`config.mk`:
```
export PLATFORM = sky130hd
export DESIGN_NAME = bcd_tick_counter
export DESIGN_NICKNAME = d
export VERILOG_FILES = /design/src/rtl/bcd_tick_counter.sv
export SDC_FILE = /design/constraint.sdc
export NUM_CORES = 1
export LEC_CHECK = 0
export ABC_CLOCK_PERIOD_IN_PS = 5020
export CAP_MARGIN = 10
export CORE_UTILIZATION = 57
export CTS_CLUSTER_SIZE = 30
export DETAILED_ROUTE_END_ITERATION = 8
export PLACE_DENSITY = 0.87
export SYNTH_ARGS = -nofsm -noshare
export SYNTH_HDL_FRONTEND = slang
export SYNTH_SLANG_ARGS = --single-unit
export TNS_END_PERCENT = 20
```
`constraint.sdc`:
```
create_clock -name clk -period 5.02 [get_ports clk]
set_clock_uncertainty 0.05 [all_clocks]
set_input_delay 0.753 -clock clk [delete_from_list [all_inputs] [get_ports clk]]
set_output_delay 0.753 -clock clk [all_outputs]
set_load 0.02 [all_outputs]
```
`src/rtl/bcd_tick_counter.sv`:
```
// Multi-digit BCD event counter stepped by a programmable prescaler, with
// up/down counting, parallel load, a wrap pulse and a rotating digit scan output.
module bcd_tick_counter #(
  parameter int                   DIV_WIDTH = 24,
  parameter logic [DIV_WIDTH-1:0] MAX_COUNT = 24'd10_000_000,
  parameter int                   DIGITS    = 4,
  parameter int                   SCAN_DIV  = 1024
) (
  input  logic                  clk,
  input  logic                  reset,
  input  logic                  run,
  input  logic                  up,
  input  logic                  load,
  input  logic [4*DIGITS-1:0]   load_value,
  input  logic [7:0]            period,
  output logic [4*DIGITS-1:0]   count,
  output logic                  tick,
  output logic                  wrap,
  output logic [DIGITS-1:0]     scan_sel,
  output logic [3:0]            scan_bcd,
  output logic [7:0]            prescale_lsb
);

  localparam int CW  = 4 * DIGITS;
  localparam int SCW = (SCAN_DIV > 1) ? $clog2(SCAN_DIV) : 1;

  logic [DIV_WIDTH-1:0] pre_q, pre_d, compare;
  logic [CW-1:0]        count_q, count_d, load_sat, count_step;
  logic                 tick_q, tick_d, wrap_q, wrap_d;
  logic [DIGITS-1:0]    scan_sel_q, scan_sel_d;
  logic [SCW-1:0]       scan_cnt_q, scan_cnt_d;
  logic                 pre_hit, carry_out;

  always_comb begin
    compare = (period == 8'd0) ? MAX_COUNT : DIV_WIDTH'({period, 10'b0});
  end

  // Out-of-range load digits saturate so the count never holds a non-BCD digit.
  genvar gi;
  generate
    for (gi = 0; gi < DIGITS; gi++) begin : g_load_sat
      assign load_sat[4*gi +: 4] = (load_value[4*gi +: 4] > 4'd9) ? 4'd9 : load_value[4*gi +: 4];
    end
  endgenerate

  // Ripple carry/borrow through the digits; c ends as the carry out of the top digit.
  always_comb begin : ripple
    logic       c;
    logic [3:0] digit;
    count_step = count_q;
    c          = 1'b1;
    digit      = 4'd0;
    for (int i = 0; i < DIGITS; i++) begin
      digit = count_q[4*i +: 4];
      if (c) begin
        if (up) begin
          if (digit == 4'd9) begin
            count_step[4*i +: 4] = 4'd0;
          end else begin
            count_step[4*i +: 4] = digit + 4'd1;
            c = 1'b0;
          end
        end else begin
          if (digit == 4'd0) begin
            count_step[4*i +: 4] = 4'd9;
          end else begin
            count_step[4*i +: 4] = digit - 4'd1;
            c = 1'b0;
          end
        end
      end
    end
    carry_out = c;
  end

  always_comb begin
    pre_d   = pre_q;
    count_d = count_q;
    tick_d  = 1'b0;
    wrap_d  = 1'b0;
    pre_hit = (pre_q == compare);
    if (load) begin
      count_d = load_sat;
      pre_d   = '0;
    end else if (run) begin
      if (pre_hit) begin
        pre_d   = '0;
        count_d = count_step;
        tick_d  = 1'b1;
        wrap_d  = carry_out;
      end else begin
        pre_d = pre_q + DIV_WIDTH'(1);
      end
    end
  end

  always_comb begin
    scan_cnt_d = scan_cnt_q + SCW'(1);
    scan_sel_d = scan_sel_q;
    if (scan_cnt_q == SCW'(SCAN_DIV - 1)) begin
      scan_cnt_d = '0;
      scan_sel_d = (scan_sel_q << 1) | (scan_sel_q >> (DIGITS - 1));
    end
  end

  always_comb begin
    scan_bcd = 4'd0;
    for (int i = 0; i < DIGITS; i++) begin
      if (scan_sel_q[i]) scan_bcd = count_q[4*i +: 4];
    end
  end

  always_ff @(posedge clk) begin
    if (reset) begin
      pre_q      <= '0;
      count_q    <= '0;
      tick_q     <= 1'b0;
      wrap_q     <= 1'b0;
      scan_sel_q <= DIGITS'(1);
      scan_cnt_q <= '0;
    end else begin
      pre_q      <= pre_d;
      count_q    <= count_d;
      tick_q     <= tick_d;
      wrap_q     <= wrap_d;
      scan_sel_q <= scan_sel_d;
      scan_cnt_q <= scan_cnt_d;
    end
  end

  assign count        = count_q;
  assign tick         = tick_q;
  assign wrap         = wrap_q;
  assign scan_sel     = scan_sel_q;
  assign prescale_lsb = 8'(pre_q);

endmodule

```
Word level (Yosys, flattened, before mapping)
Index checks and enable logic that the tools add are counted.
Widths: inputs -> output; s select.

cells by class
  magnitude comparators = 4
  eq/ne operators = 6
  reduce and logical (&&, ||, !) cells = 18
  bitwise logic cells = 4
  $add $sub $neg = 10
  multiplexer cells = 43

operator list
  kind                   number
  $mux 4                 23
  $mux 16                3
  $mux 24                2
  $add 24x1->24 const B  1
  $eq 24x24->1           1
  $add 4x1->4 const B    4
  $eq 4x4->1 const B     4
  $gt 4x4->1 const B     4
  $logic_not 4->1        4
  $sub 4x1->4 const B    4
  $mux 1                 15
  $add 10x1->10 const B  1
  $eq 10x10->1 const B   1
  $reduce_bool 2->1      5
  $reduce_and 3->1       3
  $logic_not 8->1        1
  $reduce_or 5->1        1
  $or 4x1->4             1
  $reduce_or 2->1        2
  $not 1->1              3
  $reduce_or 3->1        1
  $reduce_and 2->1       1

word-level totals
  bits in registers = 56

Logic depth before layout (Yosys ltp)
Gate-level depths: netlist of run 1.

  depth after elaboration = 9
  mapped depth = 9
  gate-level depth less buffers = 7

Least setup slack after synthesis of run 1
No wires, ideal clock.

  path type = input to register
  from = in up
  to = reg count_q[15], in the netlist count[15]
  cell stages on the path = 7
  required time = 4.879 ns
  path slack = 2.471 ns
  path buffers = 1
  setup time = 0.091 ns
  arrival time = 2.408 ns
  cells stage by stage = clkbuf_1 or3_4 a211oi_2 and3_4 o2111ai_4 a311o_1 a311oi_1

on the way
  cells in the longest elaborated chain, start to end = 5
  elaborated cells between the ends (all ways) = 12

ends and longest elaborated chain
  what                                                           line    source
  start, declared                                                12      input logic up,
  $mux 1 / $mux 4 (equally long branches)                        56      if (up) begin
  $mux 1 / $mux 4 (equally long branches)                        55      if (c) begin
  $mux 1 / $mux 16 (equally long branches)                       55, 86
  $reduce_bool 2->1 (no line) / $mux 16 (equally long branches)  -
  $reduce_and 3->1 (no line) / $mux 16 (equally long branches)   -
  end signal, assigned                                           123     count_q <= count_d;
  end, declared                                                  28      logic [CW-1:0] count_q, count_d, load_sat, count_step;

Parallel ways exist; a longest one is shown, timed or not. The select of a mux whose other input is x is not followed.
A chain may end at the register's enable or synchronous reset.

Worst setup path in the final report of run 1
Same ends and word-level chain as after synthesis.

==> flow_summary.toml, run 1 <==
[run_status]
status = "finished, final reports clean"

[clocking]
clk-insertion-delay-late_ns = 0.32
post-cts-setup-buffers = 0
cts_resized = 0
cts.sinks = 56
numCtsBuffers = 5
hold_buffers = 0
clk_path_buf_depth = 2
htreeDepth = 2
clk_pin_slew_worst_paths_ns = 0.10
root_buffer = "clkbuf_8"
cts_tree = "built"

[placement]
port_buffers = 62
place_ws_ns = 1.363
place_hpwl_um = 5981
gp_congestion = 0.8070

[timing]
drv_slew = 0
hold_viol_final = 0
rsz0062_at_grt = "no"
worst_pin_slew_ns = 0.9650
setup_slack_ns = 1.657
slew_headroom_pct = 35.46
period_share_pct = 66.99
min_period_ns = 3.363
tns_ns = 0
setup_viol = 0
clock.fmax_mhz = 297.4

[route]
ant_nets = 0
num_vias = 3319
avgViaCountPerCell = 5.895
wl_per_cell_um = 14.69
drc = 0
dr.pass1.iters = 5
drt_iter0_markers = 222
routed_wl_um = 8271

[global_routing]
antenna_found_initial = 0
grt_pass1_wl_um = 13610
grt_overflow_total = 0
grt_usage_pct = 26.87
grt_max_degree = 29
grt_pass1_vias = 2981

[setup_path]
timing.rr.start = "pre_q[16]"
crit_required_ns = 5.21
critPathMaxFanout = 28
startpoint = "up"
rrSetupSlack_ns = 2.35
startpoint_type = "input port"
critPathCaptureType = "register"
crit_type = "in2reg"
cp_data_arrival_time_ns = 3.55

[synthesis]
synth_area_leaders = "dfxtp_1, nor2_1, xor2_1"
synth-seq-cells = 56
synth_fp_nets = 492
synthCells = 460
yosysUniqueCellTypes = 60
yosys-top-cells-count = "nor2_1, dfxtp_1, nand2_1"
synth_largest_area_cell = "dfxtp_1"
synth_top_flop_cell = "dfxtp_1"
ys_seq_area_share_pct = 31.76
synth_edf_count = 0
synth_area_per_cell_um2 = 7.673
synth_area_mm2 = 0.003530
ys_async_sr_fraction_pct = 0
synth_most_common_cell = "nor2_1"
yosysWarningCount = 0
yosysTopAreaCellShare_pct = 31.76

[floorplanning]
start_util_pct = 59.26
rows = 28
io-pin-count = 63
die_y_um = 80.69
die-width_um = 80.69
coreArea_mm2 = 0.005956
dieArea_mm2 = 0.006511

[power]
ir_drop_mv = 0.1996
leakage_nw = 1.435
power.total_mw = 0.9085
power_density_mw_per_mm2 = 219.2

[layout]
n_antenna_cell = 0
layout-drive-gt1-share_pct = 5.533
area_delta_synth_final_pct = 17.41
nets = 519

[run]
drv_cap = 0

[min_path]
hold_path_class = "reg2reg"
hp-start = "scan_cnt_q[0]"
through the flow:
stage / instances / util, % / instance area, um^2 / hold slack [ns]
CTS: 563 / 69.58 / 4144 / 0.4533
floorplan: 460 / - / 3530 / 0.3987
finish: 563 / 69.58 / 4144 / 0.4485
global route: 563 / 69.58 / 4144 / 0.4927
global placement: 555 / 67.96 / 4048 / 0.4235
detailed placement: 555 / 67.96 / 4048 / 0.4266
sequential cells by signal, indices dropped and copies added, names as in the netlist:
name        flops
pre_q          24
scan_cnt_q     10
wrap            1
tick            1
scan_sel        4
count          16
area by class of cell:
| cell class | count | area [um^2] |
|---|---|---|
| Multi-Input combinational cell | 345 | 2145 |
| Fill cell | 496 | 1812 |
| Sequential cell | 56 | 1121 |
| Timing Repair Buffer | 63 | 628.1 |
| Tap cell | 75 | 93.84 |
| Clock buffer | 6 | 82.58 |
| Inverter | 16 | 60.06 |
| Clock inverter | 2 | 13.76 |
cell usage in the layout, fill, tap and decap left out, types with 2 or more instances in the layout:
| cell type | instances |
|---|---|
| nor2_1 | 81 |
| clkdlybuf4s50_1 | 62 |
| dfxtp_1 | 56 |
| nand2_1 | 35 |
| xor2_1 | 27 |
| a21oi_1 | 25 |
| nand3_1 | 24 |
| xnor2_1 | 20 |
| o21ai_0 | 19 |
| inv_1 | 16 |
| and3_1 | 12 |
| nor3_1 | 8 |
| mux2i_1 | 7 |
| nand4_1 | 7 |
| clkbuf_8 | 6 |
| a211oi_1 | 5 |
| a221oi_1 | 5 |
| a311oi_1 | 5 |
| or2_2 | 4 |
| and4_1 | 3 |
| and2_1 | 3 |
| nand3b_1 | 3 |
| nor2b_1 | 3 |
| o31ai_1 | 3 |
| ha_1 | 3 |
| nor4_2 | 2 |
| a2111oi_0 | 2 |
| or4_1 | 2 |
| nor4_1 | 2 |
| o2111a_2 | 2 |
| nand2b_1 | 2 |
| a211o_1 | 2 |
| or3_1 | 2 |
| o211ai_1 | 2 |
| a32o_1 | 2 |
| a311o_1 | 2 |
worst max-delay path, stage by stage:
cell and delay (ns):
clkdlybuf4s50_1 0.91, or3_4 0.57, a211oi_2 0.29, and3_4 0.25, o2111ai_4 0.20, a311o_1 0.32, a311oi_1 0.24
routing by layer:
metal / wire, um / up-vias / GRT usage [%]
met2: 3916 / 109 / 44.66
met5: 0 / - / 0
met4: 182 / 0 / 8.929
met3: 431 / 17 / 5.455
met1: 3740 / 1550 / 34.39
li1: - / 1643 / -
final timing paths:
kind | to | depth (start not counted)
worst min register to register | scan_cnt_q[0] | 1
worst min-delay path | scan_cnt_q[0] | 1
worst max register to register | pre_q[5] | 6
worst max-delay path | count[15] | 7
logic make-up (layout without fill, tap and decap cells):
| group | count (synthesis) | count (layout) | share of synthesized area (%) |
|---|---|---|---|
| adder cells (fa/ha/maj) | 3 | 3 | 1.064 |
| AO/OA/AOI/OAI | 90 | 90 | 18.65 |
| AND/OR/NAND/NOR | 197 | 197 | 27.08 |
| multiplexers | 8 | 8 | 2.304 |
| buffers and inverters | 59 | 87 | 7.480 |
| XOR/XNOR | 47 | 47 | 11.66 |
| flip-flops | 56 | 56 | 31.76 |
where the power goes:
group          total, mW  internal (mW)  switching [mW]  leakage (nW)
logic              0.155         0.0761          0.0790         0.928
clock network      0.270          0.113           0.157        0.0516
registers          0.483          0.455          0.0285         0.455
total              0.909          0.644           0.264          1.44
No activity file was read; power rests on OpenSTA's default activity.
==> run 2, diff against run 1 <==
Settings changed: ABC_CLOCK_PERIOD_IN_PS 5020 to 2930, CORE_UTILIZATION 57 to 48, PLACE_DENSITY 0.87 to 0.78.
Clock period 5.02 ns to 2.93 ns, I/O delays scaled along.
==> run 2 against run 1 <==
- non-clock buffer count rose by 13
- hold slack improved by 0.0023 ns
- core utilization fell by 7.5 points
- first-iteration DRC count fell by 32%
- critical path type is now reg2out
- clock-buffer cell count rose by 1
==> flow_summary.toml, run 2 (synthesis gave the netlist of run 1 again) <==
[layout]
area_delta_synth_final_pct = 22.12
regMostFlops = "pre_q"
layout_commonest_cell = "nor2_1"
n_antenna_cell = 0
fin_util_pct = 62.07
nets = 532
layout-drive-gt1-share_pct = 7.984
largest_reg_flops = 24
most-common-layout-cells = "nor2_1, clkdlybuf4s50_1, dfxtp_1"

[clocking]
htreeDepth = 2
cts_resized = 0
cts.sinks = 56
hold_buffers = 0
clk_path_buf_depth = 2
root_buffer = "clkbuf_8"
clk_pin_slew_worst_paths_ns = 0.10
cts_tree = "built"
post-cts-setup-buffers = 0
clk-insertion-delay-late_ns = 0.31
numCtsBuffers = 5

[setup_path]
critPathCaptureType = "output port"
crit_path_max_incr_delay_ns = 0.66
rrSetupSlack_ns = 0.62
cp_cell_sequence = "nand2_1 -> nor2_1 -> a21oi_1 -> nor2_1 -> a21oi_1 -> o21ai_0 -> clkdlybuf4s50_1"
crit_required_ns = 2.44
r2r_end = "count[15]"
crit_type = "reg2out"
path_buf_inv = 1
rr_worst_depth = 6
cp_data_arrival_time_ns = 2.22
cp_slowest_cell = "dfxtp_1"
startpoint_type = "register"
critPathMaxFanout = 13
path_delay_family = "flip-flops"
timing.rr.start = "count[0]"

[route]
routed_wl_um = 8885
avgViaCountPerCell = 5.668
drt_iter0_markers = 151
ant_nets = 0
dr.pass1.iters = 5
drc = 0
wl_per_cell_um = 14.88
num_vias = 3384

[placement]
port_buffers = 62
gp_congestion = 0.9171
place_ws_ns = 0.08236
place_hpwl_um = 6401

[floorplanning]
io-pin-count = 63
dieArea_mm2 = 0.007700
die_y_um = 87.75
rows = 30
start_util_pct = 50.83
coreArea_mm2 = 0.006944
die-width_um = 87.75

[global_routing]
grt_pass1_vias = 3173
antenna_found_initial = 0
grt_usage_pct = 23.78
grt_overflow_total = 0
grt_pass1_wl_um = 14520
grt_max_degree = 25

[power]
combPwrFrac_pct = 17.1
power.total_mw = 1.671
pwr-share-clk_pct = 33.4
swShare_pct = 26.80
p_seq_share_pct = 49.5
ir_drop_mv = 0.2673
power.switching_mw = 0.4478
power_density_mw_per_mm2 = 387.7
p_int_mw = 1.223
leakage_nw = 1.517

[timing]
drv_slew = 0
hold_viol_final = 0
slew_headroom_pct = 58.23
clock.fmax_mhz = 368.7
rsz0062_at_grt = "no"
holdWs_ns = 0.4508
period_share_pct = 92.58
setup_viol = 0
tns_ns = 0
min_period_ns = 2.712
setup_slack_ns = 0.2175
worst_pin_slew_ns = 0.6108

[run]
drv_cap = 0

[min_path]
hold_depth = 1
hp-start = "scan_cnt_q[0]"
hold_path_class = "reg2reg"
min_to = "scan_cnt_q[0]"

[run_status]
status = "finished, final reports clean"
[run 2: changes by cell type in the layout (fill, tap and decap cells not counted)]
| cell | before | now |
|---|---|---|
| buf_12 | 0 | 1 |
| bufinv_16 | 0 | 1 |
| buf_4 | 1 | 13 |
| inv_6 | 1 | 0 |
| clkinv_2 | 1 | 0 |
| clkbuf_8 | 6 | 7 |
[run 2: area by class of cell]
cell class | instances | area [um^2]
Fill cell | 622 | 2634
Sequential cell | 56 | 1121
Tap cell | 96 | 120.1
Timing Repair Buffer | 76 | 738.2
Clock buffer | 7 | 96.34
Inverter | 16 | 60.06
Clock inverter | 1 | 30.03
Multi-Input combinational cell | 345 | 2145
[run 2: power by group through the flow]
stage / registers (mW) / logic (mW) / clock network, mW
6_report: 0.827 / 0.286 / 0.558
4_1_cts: 0.826 / 0.284 / 0.564
5_1_grt: 0.832 / 0.311 / 0.595
2_1_floorplan: 0.827 / 0.179 / 0
3_3_place_gp: 0.843 / 0.276 / 0
3_5_place_dp: 0.843 / 0.281 / 0
[run 2: worst max path at each step]
stage,from,end,cells past startpoint
floorplan,up,count[15],7
global placement,up,count[3],9
detailed placement,period[2],count[0],8
CTS,count[0],scan_bcd[0],7
global route,count[2],scan_bcd[2],7
finish,count[0],scan_bcd[0],7
[run 2: routing by layer]
layer / global-route usage [%] / up-vias / wire (um)
met5: 0 / - / 0
met4: 8.793 / 0 / 209
met3: 3.770 / 21 / 507
met2: 43.20 / 130 / 4329
met1: 28.01 / 1574 / 3838
li1: - / 1659 / -
[run 2: stage by stage]
step           instance area [um^2]  instances
6_report                       4310        597
2_1_floorplan                  3530        460
5_1_grt                        4310        597
4_1_cts                        4310        597
3_3_place_gp                   4184        589
3_5_place_dp                   4184        589
==> run 3, diff against run 2 <==
--- a/constraint.sdc
+++ b/constraint.sdc
@@ -4,2 +4,2 @@
 set_output_delay 0.4395 -clock clk [all_outputs]
-set_load 0.02 [all_outputs]
+set_load 0.05 [all_outputs]
==> run 3 against run 2 <==
- via count shrank 1.1%
- sequential share of layout area is essentially flat
- global-route usage shrank 0.80 points
- hold slack gained 0.021 ns
- final cell count grew 0.50%
- sequential power shrank 2%
- clock power shrank 8.6%
- worst setup slack lost 0.029 ns
- clock-buffer cell count shrank 2
- flip-flop and latch count is the same
- first-iteration DRC count grew 29%
- critical path depth shrank 2
- critical path type unchanged
- largest cell class unchanged
- largest power group unchanged
==> flow_summary.toml, run 3 (synthesis gave the netlist of run 1 again) <==
[floorplanning]
rows = 30
coreArea_mm2 = 0.006944
dieArea_mm2 = 0.007700
die_y_um = 87.75
die-width_um = 87.75
io-pin-count = 63
start_util_pct = 50.83

[layout]
regMostFlops = "pre_q"
seqCellArea_mm2 = 0.001121
largest_reg_flops = 24
layout-drive-gt1-share_pct = 8.532
area_delta_synth_final_pct = 22.33
fillCellCount = 612
most-common-layout-cells = "nor2_1, clkdlybuf4s50_1, dfxtp_1"
n_antenna_cell = 0
layout_commonest_cell = "nor2_1"
multiInputGateArea_mm2 = 0.002145
fin_util_pct = 62.18
nets = 535

[route]
drt_iter0_markers = 195
routed_wl_um = 8642
wl_per_cell_um = 14.40
dr.pass1.iters = 5
ant_nets = 0
avgViaCountPerCell = 5.580
num_vias = 3348
drc = 0

[setup_path]
critPathMaxFanout = 11
rr_worst_depth = 6
crit_required_ns = 2.44
r2r_end = "count[7]"
crit_type = "reg2out"
setup.worst_path.end = "scan_bcd[3]"
cp_data_arrival_time_ns = 2.25
startpoint_type = "register"
timing.rr.start = "pre_q[16]"
critPathCaptureType = "output port"
rrSetupSlack_ns = 0.58
startpoint = "scan_sel[1]"

[timing]
min_period_ns = 2.742
clock.fmax_mhz = 364.8
drv_slew = 0
worst_pin_slew_ns = 0.5409
tns_ns = 0
slew_headroom_pct = 63.01
setup_viol = 0
hold_viol_final = 0
period_share_pct = 93.57
rsz0062_at_grt = "no"

[run_status]
status = "finished, final reports clean"

[placement]
gp_congestion = 0.8731
port_buffers = 62
place_hpwl_um = 6438

[global_routing]
grt_max_degree = 25
grt_pass1_vias = 3097
grt_usage_pct = 22.98
antenna_found_initial = 0
grt_overflow_total = 0
grt_pass1_wl_um = 14050

[clocking]
post-cts-setup-buffers = 0
cts.sinks = 56
root_buffer = "clkbuf_8"
clk_pin_slew_worst_paths_ns = 0.09
numCtsBuffers = 5
hold_buffers = 0
clk_path_buf_depth = 2
htreeDepth = 2
clk-insertion-delay-late_ns = 0.31
cts_resized = 0
cts_tree = "built"

[power]
leakage_nw = 1.523
ir_drop_mv = 0.2463
power_density_mw_per_mm2 = 386.3

[min_path]
hold_path_class = "reg2reg"
hp-start = "scan_cnt_q[0]"

[run]
drv_cap = 0
run 3: cell types whose count changed in the layout (fill, tap and decap cells not counted):
cell,before,now
buf_4,13,16
clkbuf_8,7,5
clkinv_2,0,1
clkinvlp_4,0,1
o21ai_0,19,18
o21ai_1,1,2
run 3: worst min-delay path by stage:
stage                     slack [ns]  depth (start not counted)             to
after global placement          0.43                          1  scan_cnt_q[0]
after CTS                       0.47                          1  scan_cnt_q[0]
after detailed placement        0.44                          1  scan_cnt_q[0]
final                           0.47                          1  scan_cnt_q[0]
after floorplan                 0.40                          1  scan_cnt_q[0]
after global routing            0.51                          2  scan_cnt_q[4]
run 3: worst max-delay path, stage by stage, from the launching register on:
cell and delay [ns]:
dfxtp_1 0.57, a21oi_1 0.12, nor2_1 0.15, a21oi_1 0.05
o21ai_0 0.22, clkdlybuf4s50_1 0.84
run 3: area by class of cell:
cell class,instances,area share (%)
sequential,56,25.96
inverter,16,1.391
tap,96,2.782
timing repair buffer,79,17.62
clock buffer,5,1.594
clock inverter,3,0.9852
multi-input combinational,345,49.67
run 3: metrics by stage:
stage | setup WS [ns] | total power, mW | hold slack (ns) | std cells | instance area [um^2]
after global routing | 0.05297 | 1.747 | 0.5090 | 600 | 4318
after CTS | 0.1866 | 1.676 | 0.4688 | 600 | 4318
after detailed placement | 0.07951 | 1.171 | 0.4443 | 592 | 4207
after global placement | 0.1207 | 1.165 | 0.4343 | 592 | 4207
after floorplan | 0.06285 | 1.046 | 0.3987 | 460 | 3530
final | 0.1885 | 1.668 | 0.4713 | 600 | 4318
run 3: power breakdown:
part | internal (mW) | switching (mW) | leakage, nW
clock network | 0.254 | 0.256 | 0.0541
registers | 0.779 | 0.0336 | 0.455
logic | 0.146 | 0.199 | 1.01
run 3: routing by layer:
metal	wire length [um]	GRT usage (%)	vias to the layer above	share of wire [%]
met5	0	0	-	0
met4	160	6.259	0	1.9
met3	526	3.393	14	6.1
met2	4277	41.72	111	49
met1	3677	28.13	1551	43
li1	-	-	1672	-
